File: src/rtl/servo_pkg.sv
// Shared constants, a clog2 helper and the per-channel state type for the
// multi-channel servo PWM generator.
package servo_pkg;

    localparam int unsigned N_CH_DEF       = 4;
    localparam int unsigned PERIOD_CYC_DEF = 1_000_000;
    localparam int unsigned MIN_CYC_DEF    = 25_000;
    localparam int unsigned MAX_CYC_DEF    = 125_000;
    localparam int unsigned CENTER_DEF     = (MIN_CYC_DEF + MAX_CYC_DEF) / 2;
    localparam int unsigned POS_W_DEF      = 8;
    localparam int unsigned SLEW_CYC_DEF   = 2_500;

    // Channel widths are carried at a fixed storage width; bits above
    // clog2(PERIOD_CYC) are always zero and fold away in synthesis.
    localparam int unsigned ST_W = 32;

    typedef logic [ST_W-1:0] ch_cnt_t;

    typedef struct packed {
        ch_cnt_t cur;
        ch_cnt_t tgt;
    } ch_state_t;

    function automatic int unsigned clog2(input int unsigned v);
        int unsigned r;
        r = 0;
        for (int unsigned i = 0; i < 32; i++) begin
            if ((64'd1 << i) < 64'(v)) begin
                r = i + 1;
            end else begin
                r = r;
            end
        end
        return (r == 0) ? 1 : r;
    endfunction

endpackage

File: src/rtl/servo_pwm_multi_if.sv
// Command port of servo_pwm_multi: valid/ready handshake plus error pulse.
interface servo_pwm_multi_if #(
    parameter int unsigned CH_W  = servo_pkg::clog2(servo_pkg::N_CH_DEF),
    parameter int unsigned POS_W = servo_pkg::POS_W_DEF
);
    logic             cmd_valid;
    logic             cmd_ready;
    logic [CH_W-1:0]  cmd_ch;
    logic [POS_W-1:0] cmd_pos;
    logic             cmd_err;

    modport master (
        output cmd_valid, cmd_ch, cmd_pos,
        input  cmd_ready, cmd_err
    );

    modport slave (
        input  cmd_valid, cmd_ch, cmd_pos,
        output cmd_ready, cmd_err
    );
endinterface

File: src/rtl/servo_slew_ch.sv
// One servo channel: target/current width, per-frame slew step, pulse
// compare and at-target flag.
module servo_slew_ch
    import servo_pkg::*;
#(
    parameter int unsigned CENTER   = CENTER_DEF,
    parameter int unsigned SLEW_CYC = SLEW_CYC_DEF
) (
    input  logic    clk_i,
    input  logic    rst_i,
    input  logic    boundary_i,
    input  logic    wr_en_i,
    input  ch_cnt_t wr_width_i,
    input  ch_cnt_t fcnt_i,
    output logic    pwm_o,
    output logic    at_target_o
);

    localparam ch_cnt_t       CENTER_W = ch_cnt_t'(CENTER);
    localparam logic [ST_W:0] SLEW_X   = (ST_W+1)'(SLEW_CYC);

    ch_state_t     st_q;
    ch_state_t     st_d;
    logic          pwm_q;
    logic          at_q;
    logic [ST_W:0] cur_x_s;
    logic [ST_W:0] tgt_x_s;
    logic [ST_W:0] dist_s;
    logic [ST_W:0] step_s;

    // Slew step one bit wider than the state, clamped to tgt so it never wraps.
    always_comb begin
        cur_x_s = {1'b0, st_q.cur};
        tgt_x_s = {1'b0, st_q.tgt};
        dist_s  = (tgt_x_s >= cur_x_s) ? (tgt_x_s - cur_x_s) : (cur_x_s - tgt_x_s);
        step_s  = cur_x_s;
        if ((SLEW_CYC == 32'd0) || (dist_s <= SLEW_X)) begin
            step_s = tgt_x_s;
        end else if (tgt_x_s > cur_x_s) begin
            step_s = cur_x_s + SLEW_X;
            step_s = (step_s > tgt_x_s) ? tgt_x_s : step_s;
        end else begin
            step_s = cur_x_s - SLEW_X;
            step_s = ((step_s < tgt_x_s) || (step_s > cur_x_s)) ? tgt_x_s : step_s;
        end

        st_d = st_q;
        if (boundary_i) begin
            st_d.cur = step_s[ST_W-1:0];
        end else begin
            st_d.cur = st_q.cur;
        end
        if (wr_en_i) begin
            st_d.tgt = wr_width_i;
        end else begin
            st_d.tgt = st_q.tgt;
        end
    end

    // State, pulse and flag registers.
    always_ff @(posedge clk_i) begin
        if (rst_i) begin
            st_q  <= '{cur: CENTER_W, tgt: CENTER_W};
            pwm_q <= 1'b0;
            at_q  <= 1'b1;
        end else begin
            st_q  <= st_d;
            pwm_q <= (fcnt_i < st_q.cur);
            at_q  <= (st_q.cur == st_q.tgt);
        end
    end

    assign pwm_o       = pwm_q;
    assign at_target_o = at_q;

endmodule

File: src/rtl/servo_pwm_multi.sv
// Multi-channel hobby-servo PWM generator: shared frame counter, command
// decode/scale into per-channel targets, and N_CH slew-limited channels.
module servo_pwm_multi
    import servo_pkg::*;
#(
    parameter int unsigned N_CH       = N_CH_DEF,
    parameter int unsigned PERIOD_CYC = PERIOD_CYC_DEF,
    parameter int unsigned MIN_CYC    = MIN_CYC_DEF,
    parameter int unsigned MAX_CYC    = MAX_CYC_DEF,
    parameter int unsigned POS_W      = POS_W_DEF,
    parameter int unsigned SLEW_CYC   = SLEW_CYC_DEF
) (
    input  logic              clk_i,
    input  logic              rst_i,
    servo_pwm_multi_if.slave  cmd_if,
    output logic [N_CH-1:0]   pwm_o,
    output logic [N_CH-1:0]   at_target_o,
    output logic              frame_tick_o
);

    localparam int unsigned      CNT_W  = clog2(PERIOD_CYC);
    localparam int unsigned      SCALE  = (MAX_CYC - MIN_CYC) / ((2 ** POS_W) - 1);
    localparam int unsigned      CENTER = (MIN_CYC + MAX_CYC) / 2;
    localparam logic [CNT_W-1:0] LAST   = CNT_W'(PERIOD_CYC - 1);

    if (MAX_CYC >= PERIOD_CYC) begin : g_bad_max
        $error("servo_pwm_multi: MAX_CYC must be below PERIOD_CYC");
    end
    if ((N_CH < 1) || (N_CH > 16)) begin : g_bad_nch
        $error("servo_pwm_multi: N_CH must be 1..16");
    end

    logic [CNT_W-1:0] fcnt_q;
    logic [CNT_W-1:0] fcnt_d;
    logic             tick_q;
    logic             err_q;
    logic             err_d;
    logic             boundary_s;
    logic             accept_s;
    logic             ch_ok_s;
    ch_cnt_t          width_s;
    logic [N_CH-1:0]  wr_en_s;

    assign cmd_if.cmd_ready = ~rst_i;

    // Frame counter, command decode and position-to-width scaling.
    always_comb begin
        boundary_s = (fcnt_q == LAST);
        fcnt_d     = boundary_s ? '0 : (fcnt_q + CNT_W'(1));
        accept_s   = cmd_if.cmd_valid & cmd_if.cmd_ready;
        ch_ok_s    = (32'(cmd_if.cmd_ch) < N_CH);
        err_d      = accept_s & ~ch_ok_s;
        width_s    = ch_cnt_t'(MIN_CYC) + ch_cnt_t'(cmd_if.cmd_pos) * ch_cnt_t'(SCALE);
        wr_en_s    = '0;
        for (int unsigned i = 0; i < N_CH; i++) begin
            wr_en_s[i] = accept_s & ch_ok_s & (32'(cmd_if.cmd_ch) == i);
        end
    end

    // Shared counter and one-cycle status pulses.
    always_ff @(posedge clk_i) begin
        if (rst_i) begin
            fcnt_q <= '0;
            tick_q <= 1'b0;
            err_q  <= 1'b0;
        end else begin
            fcnt_q <= fcnt_d;
            tick_q <= boundary_s;
            err_q  <= err_d;
        end
    end

    assign cmd_if.cmd_err = err_q;
    assign frame_tick_o   = tick_q;

    for (genvar g = 0; g < N_CH; g++) begin : g_ch
        servo_slew_ch #(
            .CENTER   (CENTER),
            .SLEW_CYC (SLEW_CYC)
        ) u_ch (
            .clk_i       (clk_i),
            .rst_i       (rst_i),
            .boundary_i  (boundary_s),
            .wr_en_i     (wr_en_s[g]),
            .wr_width_i  (width_s),
            .fcnt_i      (ch_cnt_t'(fcnt_q)),
            .pwm_o       (pwm_o[g]),
            .at_target_o (at_target_o[g])
        );
    end

endmodule

File: src/flat_wrapper.sv
// flat-port wrapper written by rule: the top's interface ports become plain ports
module servo_pwm_multi_flat import servo_pkg::*;
#(
    parameter int unsigned N_CH       = N_CH_DEF,
    parameter int unsigned PERIOD_CYC = PERIOD_CYC_DEF,
    parameter int unsigned MIN_CYC    = MIN_CYC_DEF,
    parameter int unsigned MAX_CYC    = MAX_CYC_DEF,
    parameter int unsigned POS_W      = POS_W_DEF,
    parameter int unsigned SLEW_CYC   = SLEW_CYC_DEF
)
  (clk_i, rst_i, pwm_o, at_target_o, frame_tick_o, cmd_if_cmd_valid, cmd_if_cmd_ch, cmd_if_cmd_pos, cmd_if_cmd_ready, cmd_if_cmd_err);
  servo_pwm_multi_if #(.CH_W(3), .POS_W(POS_W)) cmd_if_i ();
  input  logic clk_i;
  input  logic rst_i;
  output logic [N_CH-1:0] pwm_o;
  output logic [N_CH-1:0] at_target_o;
  output logic frame_tick_o;
  input wire logic [$bits(cmd_if_i.cmd_valid)-1:0] cmd_if_cmd_valid;
  input wire logic [$bits(cmd_if_i.cmd_ch)-1:0] cmd_if_cmd_ch;
  input wire logic [$bits(cmd_if_i.cmd_pos)-1:0] cmd_if_cmd_pos;
  output wire logic [$bits(cmd_if_i.cmd_ready)-1:0] cmd_if_cmd_ready;
  output wire logic [$bits(cmd_if_i.cmd_err)-1:0] cmd_if_cmd_err;
  assign cmd_if_i.cmd_valid = cmd_if_cmd_valid;
  assign cmd_if_i.cmd_ch = cmd_if_cmd_ch;
  assign cmd_if_i.cmd_pos = cmd_if_cmd_pos;
  assign cmd_if_cmd_ready = cmd_if_i.cmd_ready;
  assign cmd_if_cmd_err = cmd_if_i.cmd_err;
  servo_pwm_multi #(.N_CH(N_CH), .PERIOD_CYC(PERIOD_CYC), .MIN_CYC(MIN_CYC), .MAX_CYC(MAX_CYC), .POS_W(POS_W), .SLEW_CYC(SLEW_CYC)) u_core (.clk_i(clk_i), .rst_i(rst_i), .cmd_if(cmd_if_i), .pwm_o(pwm_o), .at_target_o(at_target_o), .frame_tick_o(frame_tick_o));
endmodule
File: config.mk
export PLATFORM = sky130hd
export DESIGN_NAME = servo_pwm_multi_flat
export DESIGN_NICKNAME = d
export VERILOG_FILES = /design/src/rtl/servo_pkg.sv /design/src/rtl/servo_pwm_multi_if.sv /design/src/rtl/servo_slew_ch.sv /design/src/rtl/servo_pwm_multi.sv /design/src/flat_wrapper.sv
export SDC_FILE = /design/constraint.sdc
export NUM_CORES = 1
export LEC_CHECK = 0
export CORE_MARGIN = 3
export CORE_UTILIZATION = 40
export CTS_CLUSTER_SIZE = 24
export DETAILED_ROUTE_END_ITERATION = 10
export PLACE_DENSITY = 0.62
export SLEW_MARGIN = 20
export SYNTH_ARGS = -nofsm -noshare
export SYNTH_HDL_FRONTEND = slang
export SYNTH_SLANG_ARGS = --single-unit
File: constraint.sdc
create_clock -name clk_i -period 4.1 [get_ports clk_i]
set_input_delay 0.41 -clock clk_i [delete_from_list [all_inputs] [get_ports clk_i]]
set_output_delay 0.41 -clock clk_i [all_outputs]
set_load 0.005 [all_outputs]
# ---- After elaboration in Yosys (flattened, before gate mapping)
# Index checks and enable logic that the tools add are counted.
dict set report totals {
  ff_bits 286
  input_bits 14
  output_inout_bits 11
}
dict set report classes {
  add_sub_neg 18
  multipliers 1
  n_lt_le_gt_ge 29
  eq_ne 8
  mux 20
  n_bitwise 9
  reduce_logical 6
}
# cell count
set op_table {}
lappend op_table {{32-bit 2-to-1 mux} 16}
lappend op_table {{33-bit by 32-bit > comparator with 1-bit output} 8}
lappend op_table {{32-bit by 32-bit subtractor with 33-bit output} 8}
lappend op_table {{32-bit by 12-bit adder with 33-bit output (second input constant)} 4}
lappend op_table {{33-bit by 12-bit less-or-equal comparator with 1-bit output (second input constant)} 4}
lappend op_table {{33-bit by 32-bit < comparator with 1-bit output} 4}
lappend op_table {{33-bit 2-to-1 mux} 4}
lappend op_table {{32-bit by 12-bit subtractor with 33-bit output (second input constant)} 4}
lappend op_table {{32-bit == test} 4}
lappend op_table {{32-bit greater-or-equal comparator} 4}
lappend op_table {{32-bit > comparator} 4}
lappend op_table {{20-bit by 32-bit < comparator with 1-bit output} 4}
lappend op_table {{20-bit by 1-bit adder with 20-bit output (second input constant)} 1}
lappend op_table {{20-bit == test (second input constant)} 1}
lappend op_table {{15-bit by 17-bit adder with 18-bit output (first input constant)} 1}
lappend op_table {{8-bit by 6-bit multiplier with 14-bit output (second input constant)} 1}
lappend op_table {{1-bit bitwise AND} 7}
lappend op_table {{3-bit by 2-bit == test with 1-bit output (second input constant)} 2}
lappend op_table {{1-bit logical OR} 4}
lappend op_table {{3-bit by 1-bit == test with 1-bit output (second input constant)} 1}
lappend op_table {{3-bit zero test} 1}
lappend op_table {{3-bit < comparator (second input constant)} 1}
lappend op_table {{1-bit NOT} 2}
lappend op_table {{2-bit OR reduction} 1}

# ---- Logic depth before layout (Yosys ltp)
dict set report depth {
  depth_word 6
  depth_mapped 26
  mapped_depth_nobuf 24
}

# ---- By module
# Synthesis repeated with hierarchy kept, for this count alone.
dict set report unflattened {
  cells_unflattened 5647
  area_unflattened_um2 43226.5
}
# mod n_inst cells_per_inst area_each_um2 seq_area_each_um2
set by_module_without_submodules {}
lappend by_module_without_submodules {{servo_slew_ch (u_core.g_ch[2].u_ch ...)} 2 1300 10008.3 1321.3}
lappend by_module_without_submodules {{servo_slew_ch (u_core.g_ch[1].u_ch)} 1 1425 10680.2 1321.3}
lappend by_module_without_submodules {{servo_slew_ch (u_core.g_ch[0].u_ch)} 1 1412 10627.7 1321.3}
lappend by_module_without_submodules {servo_pwm_multi 1 210 1901.8 440.4}

# ---- Worst setup path after synthesis
# Ideal clock, no wire load.
dict set report synth_path {
  kind {reg-to-reg}
  start {reg u_core.g_ch[3].u_ch.st_q (netlist bit u_core.g_ch[3].u_ch.cur_x_s[2])}
  end {reg u_core.g_ch[3].u_ch.st_q (netlist bit u_core.g_ch[3].u_ch.cur_x_s[12])}
  setup_ns 0.095
  t_arrival_ns 4.254
  required_time_ns 4.005
  setup_slack_ns -0.250
  stages_incl_launch_ff 23
  period_less_slack_ns 4.350
  path_cell_list {dfxtp_1 > clkbuf_1 > inv_1 > ha_1 > or3b_1 > buf_2 > a311oi_4 > nor2_1 > or4_1 > nand2_1 > ha_1 > nand3_1 > nor2_1 > a2111oi_0 > nand2_1 > a21oi_1 > a211oi_2 > nor4b_4 > or2b_1 > nand2_2 > buf_6 > o21ai_1 > a221oi_1}
}
dict set report synth_via {
  elab_chain_len 6
}
# item line_no
set synth_lines {}
lappend synth_lines {{start, declared} servo_slew_ch.sv:22} ;# ch_state_t st_q;
lappend synth_lines {{start signal, assigned} servo_slew_ch.sv:63} ;# st_q <= '{cur: CENTER_W, tgt: CENTER_W};
lappend synth_lines {{start signal, assigned} servo_slew_ch.sv:67} ;# st_q <= st_d;
lappend synth_lines {{32-bit by 12-bit subtractor with 33-bit output} servo_slew_ch.sv:43} ;# step_s = cur_x_s - SLEW_X;
lappend synth_lines {{33-bit by 32-bit < comparator with 1-bit output / 33-bit by 32-bit > comparator with 1-bit output (equally long branches)} servo_slew_ch.sv:44} ;# step_s = ((step_s < tgt_x_s) || (step_s > cur_x_s)) ? tgt_x_s : step_s;
lappend synth_lines {{1-bit logical OR} servo_slew_ch.sv:44}
lappend synth_lines {{32-bit 2-to-1 mux} servo_slew_ch.sv:44}
lappend synth_lines {{32-bit 2-to-1 mux} servo_slew_ch.sv:39} ;# end else if (tgt_x_s > cur_x_s) begin
lappend synth_lines {{32-bit 2-to-1 mux (*)} servo_slew_ch.sv:37} ;# if ((SLEW_CYC == 32'd0) || (dist_s <= SLEW_X)) begin
# Mark *: on every way between the ends. The rest lies on a longest branch, timed or not.
# A chain may end at the register's enable or synchronous reset.

# ---- Worst setup path in the final report
dict set report layout_path {
  start {reg u_core.g_ch[1].u_ch.st_q (netlist bit u_core.g_ch[1].u_ch.cur_x_s[12])}
  end {reg u_core.g_ch[1].u_ch.st_q (netlist bit u_core.g_ch[1].u_ch.cur_x_s[4])}
}
dict set report layout_via {
  elab_chain_len 6
}
# item line_no
set layout_lines {}
lappend layout_lines {{start, declared} servo_slew_ch.sv:22}
lappend layout_lines {{start signal, assigned} servo_slew_ch.sv:63}
lappend layout_lines {{start signal, assigned} servo_slew_ch.sv:67}
lappend layout_lines {{32-bit by 12-bit subtractor with 33-bit output} servo_slew_ch.sv:43}
lappend layout_lines {{33-bit by 32-bit < comparator with 1-bit output / 33-bit by 32-bit > comparator with 1-bit output (equally long branches)} servo_slew_ch.sv:44}
lappend layout_lines {{1-bit logical OR} servo_slew_ch.sv:44}
lappend layout_lines {{32-bit 2-to-1 mux} servo_slew_ch.sv:44}
lappend layout_lines {{32-bit 2-to-1 mux} servo_slew_ch.sv:39}
lappend layout_lines {{32-bit 2-to-1 mux (*)} servo_slew_ch.sv:37}
# Marked as above.

==> results.md <==
- Initial antenna violation count: 4
- Number of port buffers: 24
- Critical path cell sequence: or4_4 -> or3_4 -> nor3_4 -> nand2_2 -> or3_4 -> inv_1 -> ha_1 -> xor2_1 -> nand4_1 -> nor4_1 -> o311ai_1 -> a41o_1 -> nand3_4 -> clkinvlp_4 -> nand2_1 -> nand2_1 -> a221o_1
- Post-Syn Area: 0.02925 sq mm
- DRC Markers: 0
- Initial Util: between 40 and 50%
- Failing checks: negative setup slack
- Inserted Clock Buffers: 29
- Final Hold Viols: 0
- Sink Count: 210
- Global route total overflow: 0
- Mapped Cells: 3957
- Most numerous cell in the Yosys netlist: ha_1
- Synth cell types: 113
- Clk_lat worst skew: around 0.6 ns
- CP arrival: 4.83 ns
- Fin. max-slew vios: 0
- Synth warn: 0
- Pleak: between 0.015 and 0.02 uW
- Worst vdd rail ir drop: 0.3077 mV
- Synth-to-Final Area Change: 38.31%
- Clk slew on worst S/H paths: roughly 0.06 ns
- Share of cells above drive strength 1: 30.12%
- Skew final: 0.01598 ns
- Die ar.: 0.07642 sq mm
- Synth Flop Type: dfxtp_1
- Dpl cell area: roughly 0.036 sq mm
- Final WL: around 120000 microns
- Async SR Flop Fraction: 0%
- Place WS: -0.6697 ns
- Vias in the first global route: 33150
- Util after Layout: 56.21%
- GRT Total Usage: 30.09%
- Die Width: 276.4 microns
- R2r setup slk: -0.26 ns
- Endpoint class of the critical path: register
- First-pass GRT wire length: approximately 190000 microns
- Vias per cell: slightly above 6
- Avg Cell Area, Syn: 7.393 sq um
- Initial DRC Count: 3416
- CP max stage cell: or4_4
- Relative slew slack: between 30% and 40%
- Register area share after synthesis: between 10% and 20%
- Clock period minus final worst setup slack: between 4 and 5 ns
- CP max stage delay: 0.52 ns
- CTS max path bufs: 3
- CTS HTree Levels: 1
- Final net count: 5173
- Area leader, netlist: ha_1
- Number of enable flip-flop cells after synthesis: 0
- GP Congestion: 0.9973
- Height of the chip: between 200 and 300 microns
- Vias: 34540
- Startpoint class of the critical path: register
- Max Fanout on Critical Path: 7
- Total Power: approximately 8200 uW
- Post-synth net total: 4397
- Synth area leaders: ha_1, dfxtp_1, a21oi_1
- RSZ-0062 raised after global routing: yes
- CTS tree: yes
- PnR worst setup slack: -0.2579 ns
- Final period util: 106.3%
- Commonest cells in the netlist: ha_1, nand2_1, a21oi_1
- Hold crit path type: in -> reg
- Post-layout instance area: between 0.04 and 0.05 sq mm
- Top Ports: 25
- Routed WL per cell: between 20 and 25 microns
- Share of the synthesized area in the top cell type: 17.75%
- # setup viols final: 94
- Max Clk Rate: approximately 230 MHz
- Fin cells: 5705
- # rows: 98
- Outcome: finished with violations
- DRT antenna net count: 0
- Placed cell count: 5544
- Pre-Repair DR Iteration Count: 6
- Largest net degree at the start of global routing: 132
- Slew @ Worst Pin: 0.9999 ns
- Power per standard cell area: 203.8 mW/mm^2
- Final HPWL DP: approximately 95000 microns
- Yosys reg bits: between 200 and 250
- CTS Root Buffer Type: clkbuf_16
- Core Area: about 0.072 sq mm
- Crit path kind: reg -> reg
- Worst path required time: 4.57 ns
- Max-Cap Viols: 0
path summary, 6_finish.rpt:
check / start / endpoint / depth (start not counted)
worst max-delay path: u_core.g_ch[1].u_ch.cur_x_s[12] / u_core.g_ch[1].u_ch.cur_x_s[4] / 17
worst min-delay path: rst_i / u_core.g_ch[2].u_ch.st_q[6] / 4
worst max register to register: u_core.g_ch[1].u_ch.cur_x_s[12] / u_core.g_ch[1].u_ch.cur_x_s[4] / 17
worst min register to register: u_core.fcnt_q[0] / u_core.fcnt_q[0] / 1
through the flow:
| step | hold slack [ns] | setup TNS, ns |
|---|---|---|
| after global placement | 0.4466 | -33.57 |
| after global routing | 0.4436 | -27.17 |
| final | 0.4449 | -11.47 |
| after CTS | 0.4070 | -7.533 |
| after detailed placement | 0.4676 | -46.30 |
| after floorplan | 0.4299 | -0.5289 |
placed cells by master, fill, tap and decap left out, types with 35 or more instances in the layout:
| cell | netlist | routed |
|---|---|---|
| nor4_1 | 52 | 38 |
| and3_1 | 37 | 35 |
| a211oi_1 | 67 | 60 |
| xor2_1 | 64 | 61 |
| o21a_1 | 46 | 45 |
| nand3_1 | 135 | 113 |
| buf_4 | 13 | 872 |
| dfxtp_1 | 210 | 196 |
| xnor2_1 | 155 | 144 |
| o21ai_0 | 214 | 165 |
| a21oi_2 | 2 | 40 |
| buf_6 | 5 | 53 |
| nor3_1 | 112 | 95 |
| nor2_1 | 264 | 254 |
| a21oi_1 | 291 | 247 |
| o211ai_1 | 76 | 76 |
| inv_1 | 254 | 238 |
| a21o_1 | 95 | 94 |
| or3_1 | 53 | 49 |
| nand4_1 | 101 | 101 |
| ha_1 | 415 | 397 |
| nand2_1 | 340 | 328 |
timing repair:
| action | in CTS | in global routing |
|---|---|---|
| cloned | 5 | 3 |
| setup endpoints to repair | 119 | 121 |
| resized for setup | 276 | 238 |
| buffers inserted | 60 | 50 |
| hold buffers | 0 | 0 |
| pin swaps | 180 | 128 |
per-layer routing:
| layer | global-route usage [%] | vias to the layer above | part of all wire [%] |
|---|---|---|---|
| met5 | 0 | - | 0.024 |
| met4 | 12.66 | 4 | 5.0 |
| met3 | 3.496 | 355 | 7.8 |
| met2 | 48.08 | 1563 | 44 |
| met1 | 40.94 | 16310 | 43 |
| li1 | - | 16300 | - |
cell families (layout without fill, tap and decap cells):
family	Yosys count	in the layout	share of synthesized area, %
adders and majority gates	426	426	18.50
DFF	210	210	14.37
xor gates and xnor gates	219	219	6.557
and+or+nand+nor	1357	1360	24.34
muxes	41	41	1.441
other	0	1	0
AOI/OAI and AO/OA	1216	1216	28.08
buffers and inverters	488	1282	6.710
report_power, final:
group          switching (uW)  internal [uW]
sequential               16.2           2060
combinational            1810           1460
clock                    1090           1800
final cells by class:
type | count | area (sq um)
fillers | 6690 | 31520
flip-flops and latches | 210 | 4232
clock inverters | 17 | 276.5
well taps | 950 | 1189
repair buffers | 967 | 7756
multi-input cells | 3262 | 25210
clock buffers | 35 | 788.3
inverters | 263 | 1010
diodes | 1 | 2.502
state kept, by name, summed over array words and instances (netlist names):
name                          count
u_core.frame_tick_o               1
u_core.g_ch.u_ch.pwm_o            4
u_core.g_ch.u_ch.at_target_o      4
u_core.g_ch.u_ch.cur_x_s        120
u_core.cmd_if.cmd_err             1
u_core.g_ch.u_ch.st_q            60
u_core.fcnt_q                    20
worst max-delay path: cells and delay by family, from the launching register on:
| family | cells | cell delay [ns] |
|---|---|---|
| simple gates | 10 | 2.40 |
| fa+ha+maj | 1 | 0.27 |
| compound gates | 3 | 0.72 |
| flops | 1 | 0.32 |
| buf+inv | 2 | 0.33 |
| xor+xnor | 1 | 0.19 |
Power figures use the tool's default switching activity.
